==> src/rtl/counter_pkg.sv <==
// counter_pkg: shared definitions for the cascaded nibble counter.
//   SLICE_W - width of one adder slice in the carry chain
//   mode_e  - counter operation selected by the 2-bit mode input
package counter_pkg;

  localparam int SLICE_W = 4;

  typedef enum logic [1:0] {
    MODE_UP1  = 2'b00,
    MODE_DN1  = 2'b01,
    MODE_UP3  = 2'b10,
    MODE_LOAD = 2'b11
  } mode_e;

endpackage

==> src/rtl/counter_slice.sv <==
// counter_slice: combinational SLICE_W-bit adder, one link of the carry chain.
//   i_a    - current slice value
//   i_b    - step digit for this slice
//   i_cin  - carry from the slice below
//   o_sum  - next slice value
//   o_cout - carry into the slice above
module counter_slice
  import counter_pkg::*;
(
  input  logic [SLICE_W-1:0] i_a,
  input  logic [SLICE_W-1:0] i_b,
  input  logic               i_cin,
  output logic [SLICE_W-1:0] o_sum,
  output logic               o_cout
);

  assign {o_cout, o_sum} = {1'b0, i_a} + {1'b0, i_b} + {{SLICE_W{1'b0}}, i_cin};

endmodule

==> src/rtl/counter_nx.sv <==
// counter_nx: synchronous up/down/step-3/load counter built from NIBBLES
// chained 4-bit slices, with optional saturation and registered status pulses.
//   clk    - single clock, rising edge
//   reset  - asynchronous active-low reset
//   enable - count/load qualifier
//   mode   - 00 up 1, 01 down 1, 10 up 3, 11 load D
//   D      - parallel load value
//   Q      - registered count
//   rco    - one-cycle wrap/clamp pulse aligned with Q
//   load   - one-cycle load pulse aligned with Q
module counter_nx
  import counter_pkg::*;
#(
  parameter int NIBBLES  = 8,
  parameter bit SATURATE = 1'b0
) (
  input  logic                 clk,
  input  logic                 reset,
  input  logic                 enable,
  input  logic [1:0]           mode,
  input  logic [4*NIBBLES-1:0] D,
  output logic [4*NIBBLES-1:0] Q,
  output logic                 rco,
  output logic                 load
);

  localparam int W = SLICE_W * NIBBLES;

  logic [W-1:0]       r_q;
  logic               r_rco;
  logic               r_load;

  mode_e              w_mode;
  logic [SLICE_W-1:0] w_step_lo;
  logic [SLICE_W-1:0] w_step_hi;
  logic [NIBBLES:0]   w_carry;
  logic [W-1:0]       w_sum;
  logic               w_is_dn;
  logic               w_limit;
  logic [W-1:0]       w_q_next;
  logic               w_rco_next;
  logic               w_load_next;

  assign w_mode = mode_e'(mode);

  // Decrement is an add of all-ones across every slice; upward steps only
  // put a non-zero digit into the lowest slice.
  always_comb begin
    w_step_lo = '0;
    w_step_hi = '0;
    case (w_mode)
      MODE_UP1: w_step_lo = SLICE_W'(1);
      MODE_UP3: w_step_lo = SLICE_W'(3);
      MODE_DN1: begin
        w_step_lo = '1;
        w_step_hi = '1;
      end
      default: ;
    endcase
  end

  assign w_carry[0] = 1'b0;

  generate
    for (genvar gi = 0; gi < NIBBLES; gi++) begin : g_slice
      counter_slice u_slice (
        .i_a    (r_q[gi*SLICE_W +: SLICE_W]),
        .i_b    ((gi == 0) ? w_step_lo : w_step_hi),
        .i_cin  (w_carry[gi]),
        .o_sum  (w_sum[gi*SLICE_W +: SLICE_W]),
        .o_cout (w_carry[gi+1])
      );
    end
  endgenerate

  // Top carry-out means overflow when counting up; for the all-ones add of a
  // decrement, a missing carry-out means the count borrowed below zero.
  assign w_is_dn = (w_mode == MODE_DN1);
  assign w_limit = w_is_dn ? ~w_carry[NIBBLES] : w_carry[NIBBLES];

  always_comb begin
    w_q_next    = r_q;
    w_rco_next  = 1'b0;
    w_load_next = 1'b0;
    if (enable) begin
      if (w_mode == MODE_LOAD) begin
        w_q_next    = D;
        w_load_next = 1'b1;
      end else begin
        w_rco_next = w_limit;
        if (SATURATE && w_limit) begin
          w_q_next = w_is_dn ? '0 : '1;
        end else begin
          w_q_next = w_sum;
        end
      end
    end
  end

  always_ff @(posedge clk or negedge reset) begin
    if (!reset) begin
      r_q    <= '0;
      r_rco  <= 1'b0;
      r_load <= 1'b0;
    end else begin
      r_q    <= w_q_next;
      r_rco  <= w_rco_next;
      r_load <= w_load_next;
    end
  end

  assign Q    = r_q;
  assign rco  = r_rco;
  assign load = r_load;

endmodule

==> config.mk <==
export PLATFORM = sky130hd
export DESIGN_NAME = counter_nx
export DESIGN_NICKNAME = d
export VERILOG_FILES = /design/src/rtl/counter_pkg.sv /design/src/rtl/counter_slice.sv /design/src/rtl/counter_nx.sv
export SDC_FILE = /design/constraint.sdc
export NUM_CORES = 1
export LEC_CHECK = 0
export BUFFER_PORTS_ARGS = -buffer_cell sky130_fd_sc_hd__buf_2
export CAP_MARGIN = 40
export CORE_ASPECT_RATIO = 1.4
export CORE_UTILIZATION = 58
export CTS_CLUSTER_DIAMETER = 150
export DETAILED_ROUTE_END_ITERATION = 16
export PLACE_DENSITY = 0.94
export RECOVER_POWER = 100
export SLEW_MARGIN = 40
export SYNTH_ARGS = -nofsm -noshare
export SYNTH_HDL_FRONTEND = slang
export SYNTH_SLANG_ARGS = --single-unit
==> constraint.sdc <==
create_clock -name clk -period 29.5 [get_ports clk]
set_clock_uncertainty 0.1 [all_clocks]
set_input_delay 0 -clock clk [delete_from_list [all_inputs] [get_ports clk]]
set_output_delay 0 -clock clk [all_outputs]
set_load 0.05 [all_outputs]
==> out/qor.csv, run 1 <==
metric,value,unit
die extent in x,59.5,um
filler instances,323,
maxcap violations,2,
I/O Pins,71,
Min-Delay Path Class,in -> reg,
number of sinks driven by the clock tree,34,
share of final-layout standard cells stronger than drive strength 1,14.1,%
total nets after synthesis,348,
CTS H-Tree Depth,2,
Buffers on Ports,70,
worst hold path stage count,3,
routed wirelength normalized by instance count,15.9,um
crit path launch type,primary input,
count of buffer and inverter cells on the critical path,2,
clock transition at the registers of the reported paths,0.07,ns
setup-violating endpoint count in the final report,0,
number of global-route vias before repair,2493,
routability cong.,0.832,
Clk pwr share,10.3,%
slowest cell delay on critical path,1.50,ns
total standard cell area after synthesis,2690,um^2
number of cells on the worst reg-to-reg path,34,
depth of the critical timing path with buffers and inverters included,37,
data arrival time of the critical path,12.14,ns
initial standard-cell utilization of the core,61.9,%
Inserted Clock Buffers,5,
area of the core,4340,um^2
total track usage,30.8,%
leakage power,1.65,nW
detailed-routing iteration count for the pre-antenna-repair pass,5,
kind of cell adding the most delay to the critical path,adder cells,
Worst-Skew Late Latency,0.29,ns
number of violations reported at the end of detailed-routing iteration 0,126,
number of storage elements in the synthesis netlist,34,
reg-to-reg critical path endpoint,Q[31],
"Slew Viols, Final",85,
hold wc startpoint,D[2],
minimum period implied by the final worst setup slack,12.07,ns
end of the worst hold path,Q[2],
Fmax achieved,82.8,MHz
Rows,28,
average cell area after synthesis,9.95,um^2
dpl cells,388,
Gate power share,63.3,%
maximum number of pins on one net before global-route repair,75,
Worst R2R Setup Slack,19.16,ns
wire length of the first global-routing pass,11200,um
clock tree from TritonCTS,yes,
detailed placement HPWL,4170,um
share of the cycle needed by the critical path after routing,40.9,%
number of nets in the finished design,445,
fin worst setup slack,17.43,ns
Max Buffers Root-to-Sink,2,
area added between synthesis and finish,27.0,%
run status,finished with violations,
critical path's slowest cell,ha_1,
setup slack after placement,18.74,ns
violations in the final reports,"capacitance limit, slew limit",
setup repair after global routing missed its margin,no,
Crit path required time,29.56,ns
initial antenna violation count,0,
synth warn,0,
Routed Antenna Nets,0,
type of element capturing the critical path,flip-flop,
via-per-instance ratio,5.72,
vertical die dimension,82.5,um
grt total ovfl,0,
number of hold violations in the final report,0,
critical path's most frequent cell,fa_1,
die area,4910,um^2
sequential element share of the synthesized area,31.7,%
Register Area,851,um^2
overall via count from detail_route,2448,
share of power burned in registers,26.4,%
design internal power,0.161,mW
Detailed Route WL,6800,um
cell count after synthesis,270,
DRC violation count after routing,0,
Cell Pwr Density,103,nW/um^2
max-slew headroom at the worst pin,-30.8,%
maximum fanout along the worst path,49,
root cell of the clock tree,clkbuf_8,
area of combinational cells with multiple inputs,1700,um^2
IR Drop Worst-Case VDD,69.1,uV
ant diodes,0,
RR Startpoint,Q[0],
switching fraction of total power,54.4,%
final sum of negative setup slack,0,ns
Worst Setup Path Type,in -> reg,
number of standard cells in the final layout excluding fillers,428,
actual slew at the worst max-slew pin,1.96,ns
distinct cell type count of the synthesized netlist,32,
Switch Pwr,0.192,mW
-- Yosys cell counts --
library cell | count | area share (%)
dfrtp_1 | 34 | 32
a21oi_1 | 26 | 4.8
ha_1 | 26 | 12
o21ai_0 | 22 | 4.1
a21o_1 | 19 | 5.3
nor2_1 | 19 | 2.7
fa_1 | 15 | 11
mux2i_1 | 15 | 5.6
inv_1 | 13 | 1.8
nand3_1 | 10 | 1.9
buf_2 | 9 | 1.7
nand2_1 | 9 | 1.3
and4_1 | 7 | 2.3
nor4b_1 | 7 | 2.3
or3_1 | 7 | 1.6
mux2_2 | 6 | 2.5
xnor2_1 | 6 | 2.0
buf_4 | 3 | 0.84
a22oi_1 | 2 | 0.56
inv_2 | 2 | 0.28
nor2b_1 | 2 | 0.47
a21boi_1 | 1 | 0.28
a22o_1 | 1 | 0.33
and2_1 | 1 | 0.23
and3_2 | 1 | 0.28
buf_6 | 1 | 0.42
clkbuf_1 | 1 | 0.14
nor3_1 | 1 | 0.19
nor4bb_1 | 1 | 0.37
o211ai_1 | 1 | 0.28
o32ai_1 | 1 | 0.33
xor2_1 | 1 | 0.33
-- cell type report --
class	count	share of cell area, %
clock inverter	1	0.147
tap	60	2.20
timing repair buffer	104	18.8
sequential	34	24.9
clock buffer	7	2.53
multi-input combinational	207	49.8
inverter	15	1.65
-- per-layer routing --
layer | share of wire (%) | global-route usage (%) | wire length (um) | vias to the layer above
met5 | 0 | 0 | 0 | -
met4 | 3.2 | 15.1 | 220 | 0
met3 | 4.2 | 5.92 | 287 | 24
met2 | 55 | 53.0 | 3730 | 90
met1 | 38 | 36.4 | 2570 | 1176
li1 | - | - | - | 1158
-- state kept, by name, indices dropped and copies added, names as in the netlist --
| register | cells |
|---|---|
| load | 1 |
| Q | 32 |
| rco | 1 |
-- placed cells by master (no fill, tap or decap), types with 2 or more instances in the layout --
cell type      synthesis  routed
clkbuf_1               1      37
dfrtp_1               34      34
buf_2                  9      34
dlygate4sd3_1          0      32
a21oi_1               26      26
ha_1                  26      25
o21ai_0               22      22
a21o_1                19      19
nor2_1                19      19
mux2i_1               15      15
fa_1                  15      15
inv_1                 13      14
nand3_1               10      10
nand2_1                9       9
nor4b_1                7       7
and4_1                 7       7
or3_1                  7       7
xnor2_1                6       6
mux2_2                 6       6
clkbuf_8               0       6
a22oi_1                2       2
nor2b_1                2       2
buf_4                  3       2
-- stage by stage --
stage / hold WS (ns) / utilization (%) / instance area [um^2] / total power [mW]
2_1_floorplan: -0.396 / - / 2690 / 0.259
4_1_cts: 0.00558 / 79.9 / 3470 / 0.355
5_1_grt: 0.0276 / 78.6 / 3410 / 0.378
3_3_place_gp: 0.0205 / 70.2 / 3050 / 0.304
6_report: 0.0114 / 78.6 / 3410 / 0.353
3_5_place_dp: 0.0286 / 70.4 / 3060 / 0.313
-- cells by family after synthesis --
| family | Yosys count | share of synthesized area, % |
|---|---|---|
| DFF | 34 | 31.7 |
| muxes | 21 | 8.10 |
| AOI/OAI and AO/OA | 73 | 16.0 |
| xor gates and xnor gates | 7 | 2.28 |
| adders and majority gates | 41 | 23.3 |
| buffers and inverters | 29 | 5.17 |
| and+or+nand+nor | 65 | 13.5 |
-- repair_timing --
action / in CTS / in global routing
hold buffers: 32 / 0
resized for setup: 0 / 0
setup endpoints to repair: 0 / 0
setup buffers: 0 / 0
endpoints found under the hold margin: 65 / 0
-- power by group through the flow --
stage | registers, mW | logic (mW) | clock network [mW]
detailed placement | 0.0931 | 0.219 | 0
floorplan | 0.163 | 0.0960 | 0
CTS | 0.0921 | 0.225 | 0.0372
global placement | 0.0920 | 0.212 | 0
finish | 0.0932 | 0.223 | 0.0364
global route | 0.0969 | 0.243 | 0.0386
-- how the worst max path moves through the flow --
| stage | startpoint | endpoint |
|---|---|---|
| finish | mode[0] | Q[31] |
| CTS | mode[0] | rco |
| global placement | mode[0] | rco |
| floorplan | mode[1] | rco |
| detailed placement | mode[0] | rco |
| global route | mode[0] | rco |
-- tightest hold or removal path: stages --
cell and delay [ns]:
buf_2 0.09, o21ai_0 0.08, a22oi_1 0.18
No activity file was read; power rests on OpenSTA's default activity.
==> run 2: changes to the inputs <==
--- a/config.mk
+++ b/config.mk
@@ -8,10 +8,10 @@
 export BUFFER_PORTS_ARGS = -buffer_cell sky130_fd_sc_hd__buf_2
 export CAP_MARGIN = 40
 export CORE_ASPECT_RATIO = 1.4
-export CORE_UTILIZATION = 58
+export CORE_UTILIZATION = 53
 export CTS_CLUSTER_DIAMETER = 150
 export DETAILED_ROUTE_END_ITERATION = 16
-export PLACE_DENSITY = 0.94
+export PLACE_DENSITY = 0.87
 export RECOVER_POWER = 100
 export SLEW_MARGIN = 40
 export SYNTH_ARGS = -nofsm -noshare
==> constraint.sdc (replaced) <==
create_clock -name clk -period 11.7 [get_ports clk]
set_clock_uncertainty 0.1 [all_clocks]
set_input_delay 0 -clock clk [delete_from_list [all_inputs] [get_ports clk]]
set_output_delay 0 -clock clk [all_outputs]
set_load 0.05 [all_outputs]
==> run 2 against run 1 <==
Effect of this change: the flow still finishes with violations (capacitance limit, slew limit); clock-buffer cell count unchanged; register-to-register slack got worse by 18 ns; worst setup slack got worse by 16 ns; critical path type is now reg -> reg.
==> out/qor.csv, run 2 (synthesized netlist as in run 1, its figures left out) <==
metric,value,unit
root cell of the clock tree,clkbuf_8,
I/O Pins,71,
critical path's most frequent cell,fa_1,
buffers inserted during post-CTS setup optimization,0,
clock transition at the registers of the reported paths,0.07,ns
routability cong.,0.804,
overall power consumption,0.881,mW
total track usage,26.3,%
number of violations reported at the end of detailed-routing iteration 0,106,
number of sinks driven by the clock tree,34,
CTS H-Tree Depth,2,
data arrival time of the critical path,10.50,ns
worst-case hold slack,0.0152,ns
type of element capturing the critical path,flip-flop,
post-CTS resize count,0,
crit path launch type,flip-flop,
Fmax achieved,95.9,MHz
via-per-instance ratio,5.57,
share of the cycle needed by the critical path after routing,89.1,%
actual slew at the worst max-slew pin,2.42,ns
die area,5360,um^2
clock tree from TritonCTS,yes,
filler instances,405,
Routed Antenna Nets,0,
setup-violating endpoint count in the final report,0,
initial standard-cell utilization of the core,55.1,%
area of the core,4880,um^2
minimum period implied by the final worst setup slack,10.43,ns
final sum of negative setup slack,0,ns
Worst-Skew Late Latency,0.30,ns
setup repair after global routing missed its margin,no,
wire length of the first global-routing pass,11000,um
critical path's slowest cell,fa_1,
Rows,30,
max-slew headroom at the worst pin,-61.6,%
Detailed Route WL,6450,um
"leading cell type in the layout, fill and taps excluded",clkbuf_1,
slowest cell delay on critical path,0.44,ns
IR Drop Worst-Case VDD,134,uV
Min-Delay Path Class,in -> reg,
die extent in x,62.2,um
number of hold violations in the final report,0,
Inserted Clock Buffers,5,
number of flip-flops in the largest register,32,
DRC violation count after routing,0,
initial antenna violation count,0,
maximum number of pins on one net before global-route repair,75,
detailed placement HPWL,4260,um
Cell Pwr Density,257,nW/um^2
routed wirelength normalized by instance count,14.9,um
Buffers on Ports,70,
number of global-route vias before repair,2448,
Crit path required time,11.77,ns
violations in the final reports,"capacitance limit, slew limit",
hold wc startpoint,D[31],
overall via count from detail_route,2411,
maxcap violations,2,
run status,finished with violations,
vertical die dimension,86.3,um
hold buffers post-CTS,32,
maximum fanout along the worst path,3,
grt total ovfl,0,
number of nets in the finished design,446,
leakage power,1.65,nW
detailed-routing iteration count for the pre-antenna-repair pass,4,
Max Buffers Root-to-Sink,2,
RR Startpoint,Q[0],
area added between synthesis and finish,27.4,%
beginning of the critical path,Q[0],
share of final-layout standard cells stronger than drive strength 1,14.1,%
"leading cell types in the layout, fill and taps excluded","clkbuf_1 (38), dfrtp_1 (34), buf_2 (34)",
Worst Setup Path Type,reg -> reg,
ant diodes,0,
"Slew Viols, Final",84,
==> run 2: cell count changes in the layout (fill, tap and decap cells not counted), sizes merged <==
| cell | previous run | this run |
|---|---|---|
| clkbuf | 43 | 44 |
==> run 2: layout make-up <==
class	instances	area, um^2	share of cell area, %
Sequential cell	34	851	24.9
Clock buffer	7	86.3	2.52
Clock inverter	1	5.00	0.146
Inverter	15	56.3	1.64
Tap cell	64	80.1	2.34
Timing Repair Buffer	105	644	18.8
Multi-Input combinational cell	207	1700	49.7
==> run 2: worst paths after layout <==
| path | to | slack (ns) | depth (start not counted) |
|---|---|---|---|
| max | rco | 1.27 | 36 |
| min | Q[31] | 0.02 | 4 |
| max reg2reg | rco | 1.27 | 36 |
| min reg2reg | Q[26] | 0.45 | 1 |
| max in group asynchronous | Q[16] | 9.76 | 2 |
| min in group asynchronous | Q[28] | 0.66 | 2 |
==> run 2: worst max-delay path, delay by kind of cell (launching register included) <==
kind	cells	cell delay, ns
adders and majority gates	16	6.26
AOI/OAI and AO/OA	16	2.85
and+or+nand+nor	3	0.59
DFF	1	0.40
buffers and inverters	1	0.09
==> run 2: power breakdown <==
group          switching (mW)  leakage, nW  internal [mW]
combinational           0.367         1.21          0.186
sequential             0.0634        0.396          0.171
clock                  0.0457       0.0482         0.0475
total                   0.476         1.65          0.405
==> run 2: per-layer routing <==
| metal | GRT usage, % | vias to the layer above | wire [um] |
|---|---|---|---|
| met5 | 0 | - | 0 |
| met4 | 18.0 | 0 | 294 |
| met3 | 4.74 | 29 | 241 |
| met2 | 46.0 | 80 | 3430 |
| met1 | 29.3 | 1139 | 2490 |
| li1 | - | 1163 | - |
==> run 2: through the flow <==
step | util, % | worst slack [ns] | instances | area [um^2]
floorplan | - | 1.52 | 270 | 2690
global placement | 62.8 | 1.64 | 393 | 3060
detailed placement | 62.8 | 1.36 | 393 | 3060
CTS | 71.2 | 1.31 | 433 | 3470
global route | 70.2 | 0.804 | 433 | 3420
finish | 70.2 | 1.27 | 433 | 3420
